### src/rtl/i2c_pkg.sv
// Shared I2C definitions: bus-level constants, default Pixart address and target FSM state codes.
package i2c_pkg;

    localparam logic [6:0] PIXART_ADDR = 7'h58;

    localparam logic ACK_BIT  = 1'b0;
    localparam logic NACK_BIT = 1'b1;

    localparam logic [3:0] ST_IDLE      = 4'd0;
    localparam logic [3:0] ST_ADDR      = 4'd1;
    localparam logic [3:0] ST_ADDR_ACK  = 4'd2;
    localparam logic [3:0] ST_WPTR      = 4'd3;
    localparam logic [3:0] ST_WPTR_ACK  = 4'd4;
    localparam logic [3:0] ST_WDATA     = 4'd5;
    localparam logic [3:0] ST_WDATA_ACK = 4'd6;
    localparam logic [3:0] ST_RDATA     = 4'd7;
    localparam logic [3:0] ST_RACK      = 4'd8;
    localparam logic [3:0] ST_IGNORE    = 4'd9;

    function automatic logic [7:0] ptr_inc(input logic [7:0] ptr);
        return ptr + 8'd1;
    endfunction

endpackage

### src/rtl/i2c_bus_sync.sv
// Oversampling front end: synchronises SCL/SDA and derives edge, START and STOP pulses
// from the synchronised level and a one-clock delayed copy.
module i2c_bus_sync #(
    parameter int SYNC_STAGES = 2
) (
    input  logic clk,
    input  logic reset,
    input  logic scl_in,
    input  logic sda_in,
    output logic sda_lvl,
    output logic scl_rise,
    output logic scl_fall,
    output logic start_det,
    output logic stop_det
);

    localparam int STAGES = (SYNC_STAGES < 2) ? 2 : SYNC_STAGES;

    logic [STAGES-1:0] scl_sync_r;
    logic [STAGES-1:0] sda_sync_r;
    logic              scl_dly_r;
    logic              sda_dly_r;
    logic              scl_s;
    logic              sda_s;

    // Synchroniser chains and delay flops; idle bus level is high on both lines.
    always_ff @(posedge clk) begin
        if (!reset) begin
            scl_sync_r <= {STAGES{1'b1}};
            sda_sync_r <= {STAGES{1'b1}};
            scl_dly_r  <= 1'b1;
            sda_dly_r  <= 1'b1;
        end else begin
            scl_sync_r <= {scl_sync_r[STAGES-2:0], scl_in};
            sda_sync_r <= {sda_sync_r[STAGES-2:0], sda_in};
            scl_dly_r  <= scl_s;
            sda_dly_r  <= sda_s;
        end
    end

    assign scl_s     = scl_sync_r[STAGES-1];
    assign sda_s     = sda_sync_r[STAGES-1];
    assign sda_lvl   = sda_s;
    assign scl_rise  = scl_s & ~scl_dly_r;
    assign scl_fall  = ~scl_s & scl_dly_r;
    assign start_det = scl_s & scl_dly_r & sda_dly_r & ~sda_s;
    assign stop_det  = scl_s & scl_dly_r & ~sda_dly_r & sda_s;

endmodule

### src/rtl/i2c_target.sv
// I2C target with an 8-bit register pointer: pointer write, auto-incrementing burst
// writes and reads, open-drain SDA only, never stretches SCL.
module i2c_target
    import i2c_pkg::*;
#(
    parameter logic [6:0] TARGET_ADDR = PIXART_ADDR,
    parameter int         SYNC_STAGES = 2
) (
    input  logic       clk,
    input  logic       reset,
    input  logic       scl_in,
    input  logic       sda_in,
    output logic       sda_oe,
    output logic [7:0] reg_addr,
    output logic [7:0] reg_wdata,
    output logic       reg_we,
    input  logic [7:0] reg_rdata,
    output logic       busy
);

    logic       sda_lvl_s;
    logic       scl_rise_s;
    logic       scl_fall_s;
    logic       start_det_s;
    logic       stop_det_s;

    logic [3:0] state_r;
    logic [3:0] cnt_r;
    logic [7:0] shift_r;
    logic       rw_r;
    logic       sda_oe_r;
    logic [7:0] reg_addr_r;
    logic [7:0] reg_wdata_r;
    logic       reg_we_r;
    logic       busy_r;

    i2c_bus_sync #(
        .SYNC_STAGES(SYNC_STAGES)
    ) u_bus_sync (
        .clk       (clk),
        .reset     (reset),
        .scl_in    (scl_in),
        .sda_in    (sda_in),
        .sda_lvl   (sda_lvl_s),
        .scl_rise  (scl_rise_s),
        .scl_fall  (scl_fall_s),
        .start_det (start_det_s),
        .stop_det  (stop_det_s)
    );

    // Protocol FSM; ACK states drive SDA from the first SCL fall and release on the second.
    always_ff @(posedge clk) begin
        if (!reset) begin
            state_r     <= ST_IDLE;
            cnt_r       <= 4'd0;
            shift_r     <= 8'd0;
            rw_r        <= 1'b0;
            sda_oe_r    <= 1'b0;
            reg_addr_r  <= 8'd0;
            reg_wdata_r <= 8'd0;
            reg_we_r    <= 1'b0;
            busy_r      <= 1'b0;
        end else begin
            reg_we_r <= 1'b0;
            if (stop_det_s) begin
                state_r  <= ST_IDLE;
                sda_oe_r <= 1'b0;
                busy_r   <= 1'b0;
                cnt_r    <= 4'd0;
            end else if (start_det_s) begin
                state_r  <= ST_ADDR;
                sda_oe_r <= 1'b0;
                cnt_r    <= 4'd0;
            end else begin
                case (state_r)
                    ST_ADDR: begin
                        if (scl_rise_s) begin
                            shift_r <= {shift_r[6:0], sda_lvl_s};
                            cnt_r   <= cnt_r + 4'd1;
                            if (cnt_r == 4'd7) begin
                                cnt_r <= 4'd0;
                                rw_r  <= sda_lvl_s;
                                if (shift_r[6:0] == TARGET_ADDR) begin
                                    state_r <= ST_ADDR_ACK;
                                    busy_r  <= 1'b1;
                                end else begin
                                    state_r <= ST_IGNORE;
                                end
                            end
                        end
                    end
                    ST_ADDR_ACK: begin
                        if (scl_fall_s) begin
                            if (!sda_oe_r) begin
                                sda_oe_r <= 1'b1;
                            end else if (rw_r) begin
                                state_r  <= ST_RDATA;
                                shift_r  <= reg_rdata;
                                sda_oe_r <= ~reg_rdata[7];
                                cnt_r    <= 4'd0;
                            end else begin
                                state_r  <= ST_WPTR;
                                sda_oe_r <= 1'b0;
                                cnt_r    <= 4'd0;
                            end
                        end
                    end
                    ST_WPTR, ST_WDATA: begin
                        if (scl_rise_s) begin
                            shift_r <= {shift_r[6:0], sda_lvl_s};
                            cnt_r   <= cnt_r + 4'd1;
                            if (cnt_r == 4'd7) begin
                                cnt_r <= 4'd0;
                                if (state_r == ST_WDATA) begin
                                    reg_wdata_r <= {shift_r[6:0], sda_lvl_s};
                                    reg_we_r    <= 1'b1;
                                    state_r     <= ST_WDATA_ACK;
                                end else begin
                                    state_r <= ST_WPTR_ACK;
                                end
                            end
                        end
                    end
                    ST_WPTR_ACK, ST_WDATA_ACK: begin
                        if (scl_fall_s) begin
                            if (!sda_oe_r) begin
                                sda_oe_r <= 1'b1;
                                // Pointer advances only after the strobe has been seen at the old address.
                                if (state_r == ST_WDATA_ACK) begin
                                    reg_addr_r <= ptr_inc(reg_addr_r);
                                end
                            end else begin
                                sda_oe_r <= 1'b0;
                                state_r  <= ST_WDATA;
                                cnt_r    <= 4'd0;
                                if (state_r == ST_WPTR_ACK) begin
                                    reg_addr_r <= shift_r;
                                end
                            end
                        end
                    end
                    ST_RDATA: begin
                        if (scl_rise_s) begin
                            shift_r <= {shift_r[6:0], 1'b0};
                            cnt_r   <= cnt_r + 4'd1;
                        end else if (scl_fall_s) begin
                            if (cnt_r == 4'd8) begin
                                sda_oe_r <= 1'b0;
                                state_r  <= ST_RACK;
                                cnt_r    <= 4'd0;
                            end else begin
                                sda_oe_r <= ~shift_r[7];
                            end
                        end
                    end
                    ST_RACK: begin
                        // Entered on a fall, so any fall seen here follows an ACKed rise.
                        if (scl_rise_s) begin
                            if (sda_lvl_s == ACK_BIT) begin
                                reg_addr_r <= ptr_inc(reg_addr_r);
                            end else begin
                                state_r <= ST_IGNORE;
                            end
                        end else if (scl_fall_s) begin
                            shift_r  <= reg_rdata;
                            sda_oe_r <= ~reg_rdata[7];
                            cnt_r    <= 4'd0;
                            state_r  <= ST_RDATA;
                        end
                    end
                    ST_IDLE, ST_IGNORE: begin
                        sda_oe_r <= 1'b0;
                    end
                    default: begin
                        state_r  <= ST_IDLE;
                        sda_oe_r <= 1'b0;
                    end
                endcase
            end
        end
    end

    assign sda_oe    = sda_oe_r;
    assign reg_addr  = reg_addr_r;
    assign reg_wdata = reg_wdata_r;
    assign reg_we    = reg_we_r;
    assign busy      = busy_r;

endmodule

### config.mk
export PLATFORM = sky130hd
export DESIGN_NAME = i2c_target
export DESIGN_NICKNAME = d
export VERILOG_FILES = /design/src/rtl/i2c_pkg.sv /design/src/rtl/i2c_bus_sync.sv /design/src/rtl/i2c_target.sv
export SDC_FILE = /design/constraint.sdc
export NUM_CORES = 1
export LEC_CHECK = 0
export ABC_AREA = 1
export BUFFER_PORTS_ARGS = -buffer_cell sky130_fd_sc_hd__buf_4
export CELL_PAD_IN_SITES_DETAIL_PLACEMENT = 1
export CELL_PAD_IN_SITES_GLOBAL_PLACEMENT = 1
export CORE_UTILIZATION = 44
export DETAILED_ROUTE_END_ITERATION = 7
export MAX_ROUTING_LAYER = met4
export PLACE_DENSITY = 0.95
export SYNTH_ARGS = -nofsm -noshare
export SYNTH_HDL_FRONTEND = slang
export SYNTH_SLANG_ARGS = --single-unit
### constraint.sdc
create_clock -name clk -period 3.09 [get_ports clk]
set_input_delay 0.1545 -clock clk [delete_from_list [all_inputs] [get_ports clk]]
set_output_delay 0.1545 -clock clk [all_outputs]
set_load 0.005 [all_outputs]
==> results.yml <==
clocking:
  numCtsBuffers: 5
  clockRootBuffer: "clkbuf_8"
  cts_setup_buffers: 0
  post_cts_resized: 0
  holdBufCountCts: 0
  htree_levels: 2
  insertion_delay_ns: 0.30
  clk_path_buf_depth: 2
  clkTransAtPathRegs_ns: 0.10
  cts_sinks: 42
  cts_tree: "done"
route:
  via_per_inst: 5.44
  drt_iter0_drc: 159
  drt-total-wl_um: 7640
  wl_per_cell_um: 15.4
  drc: 0
  dr.pass1.iters: 4
  ant_nets: 0
  vias: 2703
synthesis:
  async_flop_share: 0
  synth_compound_area_frac: 0.148
  synth_top_cells_by_area: "dfxtp_1, nand2_1, nor2_1"
  seq_area_frac_synth: 0.333
  syn_inst: 397
  synth_edf_count: 0
  syn-num-nets: 415
  yosys.area_share.simple: 0.397
  synth_top_area_share: 0.333
  synthMuxAreaShare: 0
  synth_fa_ha_area_frac: 0.0298
  synthDistinctLibCells: 34
  synth_top_family_by_area: "simple AND/OR/NAND/NOR gates"
  synth_area_um2: 2520
  yosysTopAreaCell: "dfxtp_1"
  syn-mean-instance-area_um2: 6.35
  synth_seq_cells: 42
  yosys_warnings: 0
  ys.flop_type: "dfxtp_1"
  synth_xor_area_frac: 0.00694
setup_path:
  r2r_start: "u_bus_sync.scl_dly_r$_SDFF_PN1_"
  cp.arrival_ns: 2.52
  startpoint: "u_bus_sync.scl_dly_r$_SDFF_PN1_"
  crit_chain: "ha_1 -> nand3_1 -> inv_1 -> nor2_2 -> nand2_1 -> nor2_2 -> o21ai_0 -> a21oi_1"
  rrSetupSlack_ns: 0.80
  crit_top_cell: "nor2_2"
  crit_family: "simple AND/OR/NAND/NOR gates"
  crit_path_top_delay_cell: "nor2_2"
  critical_path_class: "reg -> reg"
  critPathRequiredTime_ns: 3.32
  cpPeakStageDelay_ns: 0.44
  crit_path_start_kind: "flip-flop"
  critPathMaxFanout: 16
  critPathCaptureType: "flip-flop"
  path_buf_inv: 1
placed_design:
  dp_hpwl_um: 5840
  gp_congestion: 0.976
  numPortBuffers: 30
finish:
  layout_common_cells: "nand2_1, nor2_1, dfxtp_1"
  final_layout_size_suffix_gt1_frac: 0.151
  num_antenna_cells: 0
  final_nets: 442
  fill_cells: 775
  final_common_cell: "nand2_1"
  area_delta_synth_final_pct: 13.9
  finalCoreUtilization: 0.522
min_path:
  hold_path_class: "in -> reg"
  hp-start: "sda_in"
floorplanning:
  die_w_um: 77.7
  row_count: 27
  core_um2: 5510
  die_y_um: 77.7
  ios: 31
  start_util: 0.458
  dieArea_um2: 6040
sta:
  rsz0062_at_grt: "false"
  worst_slew_pin_slew_ns: 0.531
  clock_skew_ns: 0.0161
  relSlewSlack: 0.645
  period_share: 0.741
  finalCriticalPeriod_ns: 2.29
  hold_viol: 0
  slew_violations: 0
  fmax_mhz: 436
  setup-violations-final: 0
  whs_ns: 0.0307
  finalSetupTns_ns: 0
pwr:
  peakVddDrop_mv: 0.286
  p_leak_uw: 0.00140
  p_per_area_nw_per_um2: 653
global_route:
  first_global_vias: 2625
  top_usage_layer: "met2"
  track_usage: 0.273
  use_met2: 0.449
  grt_overflow: 0
  grt_max_degree: 27
  grt_util_met1: 0.345
  grtUsageMet3: 0.0459
  antenna_found_initial: 0
  grt_pass1_wl_um: 12600
flow_run:
  maxCapViolCount: 0
outcome:
  status: "completed"
power breakdown:
part           switching (uW)  total [uW]  internal, uW
registers                74.5         687           612
logic                     547         817           269
clock network             212         373           162
total                     834        1880          1040
cells in the mapped netlist (2+ instances only):
master	count
buf_2	3
nand4_1	6
nand2_2	5
o21a_1	3
nor2_4	4
nor3_1	3
inv_1	37
buf_4	2
nor2_2	3
ha_1	6
clkbuf_1	4
nand2_1	101
o21ai_0	38
a21oi_1	19
dfxtp_1	42
nand3_2	2
o21ai_1	2
inv_2	4
o211ai_1	3
or2_2	6
nand3_1	26
nor2_1	66
final cells by class:
cell class	count	area (um2)	area share
Timing Repair Buffer	30	225	0.0784
Sequential cell	42	841	0.293
Clock buffer	5	68.8	0.0239
Tap cell	72	90.1	0.0313
Multi-Input combinational cell	303	1470	0.511
Clock inverter	3	23.8	0.00827
Inverter	42	158	0.0549
final timing paths:
check | endpoint | cells after the start
max | reg_wdata[5]$_SDFFE_PN0P_ | 8
min | u_bus_sync.sda_sync_r[0]$_SDFF_PN1_ | 2
max reg2reg | reg_wdata[5]$_SDFFE_PN0P_ | 8
min reg2reg | u_bus_sync.sda_sync_r[1]$_SDFF_PN1_ | 1
sequential cells by signal (all words and copies together), names as in the netlist:
name	cells
busy	1
cnt_r	4
reg_addr	8
reg_wdata	8
reg_we	1
rw_r	1
sda_oe	1
shift_r	8
state_r	4
u_bus_sync.scl_dly_r	1
u_bus_sync.scl_sync_r	2
u_bus_sync.sda_dly_r	1
u_bus_sync.sda_sync_r	2
metrics by stage:
| stage | power (uW) | instances | worst slack (ns) | cell area [um2] |
|---|---|---|---|---|
| global route | 2020 | 497 | 0.629 | 2870 |
| detailed placement | 1510 | 489 | 0.936 | 2780 |
| global placement | 1460 | 489 | 1.11 | 2780 |
| finish | 1880 | 497 | 0.799 | 2870 |
| CTS | 1880 | 497 | 0.825 | 2870 |
| floorplan | 1290 | 397 | 1.50 | 2520 |
logic make-up (layout without fill, tap and decap cells):
family,after synthesis,in the layout
DFF,42,42
adders and majority gates,6,6
and+or+nand+nor,226,226
buffers and inverters,52,80
AOI/OAI and AO/OA,69,69
xor gates and xnor gates,2,2
worst register-to-register path, stage by stage (launching register included):
cell and delay [ns]:
dfxtp_1 0.34, ha_1 0.22, nand3_1 0.32, inv_1 0.18
nor2_2 0.25, nand2_1 0.18, nor2_2 0.44, o21ai_0 0.14
a21oi_1 0.17
routing by layer:
metal | share of wire | routed length (um)
met5 | 0 | 0
met1 | 0.46 | 3520
met2 | 0.47 | 3590
met4 | 0.017 | 131
met3 | 0.052 | 399
Power figures use the tool's default switching activity.
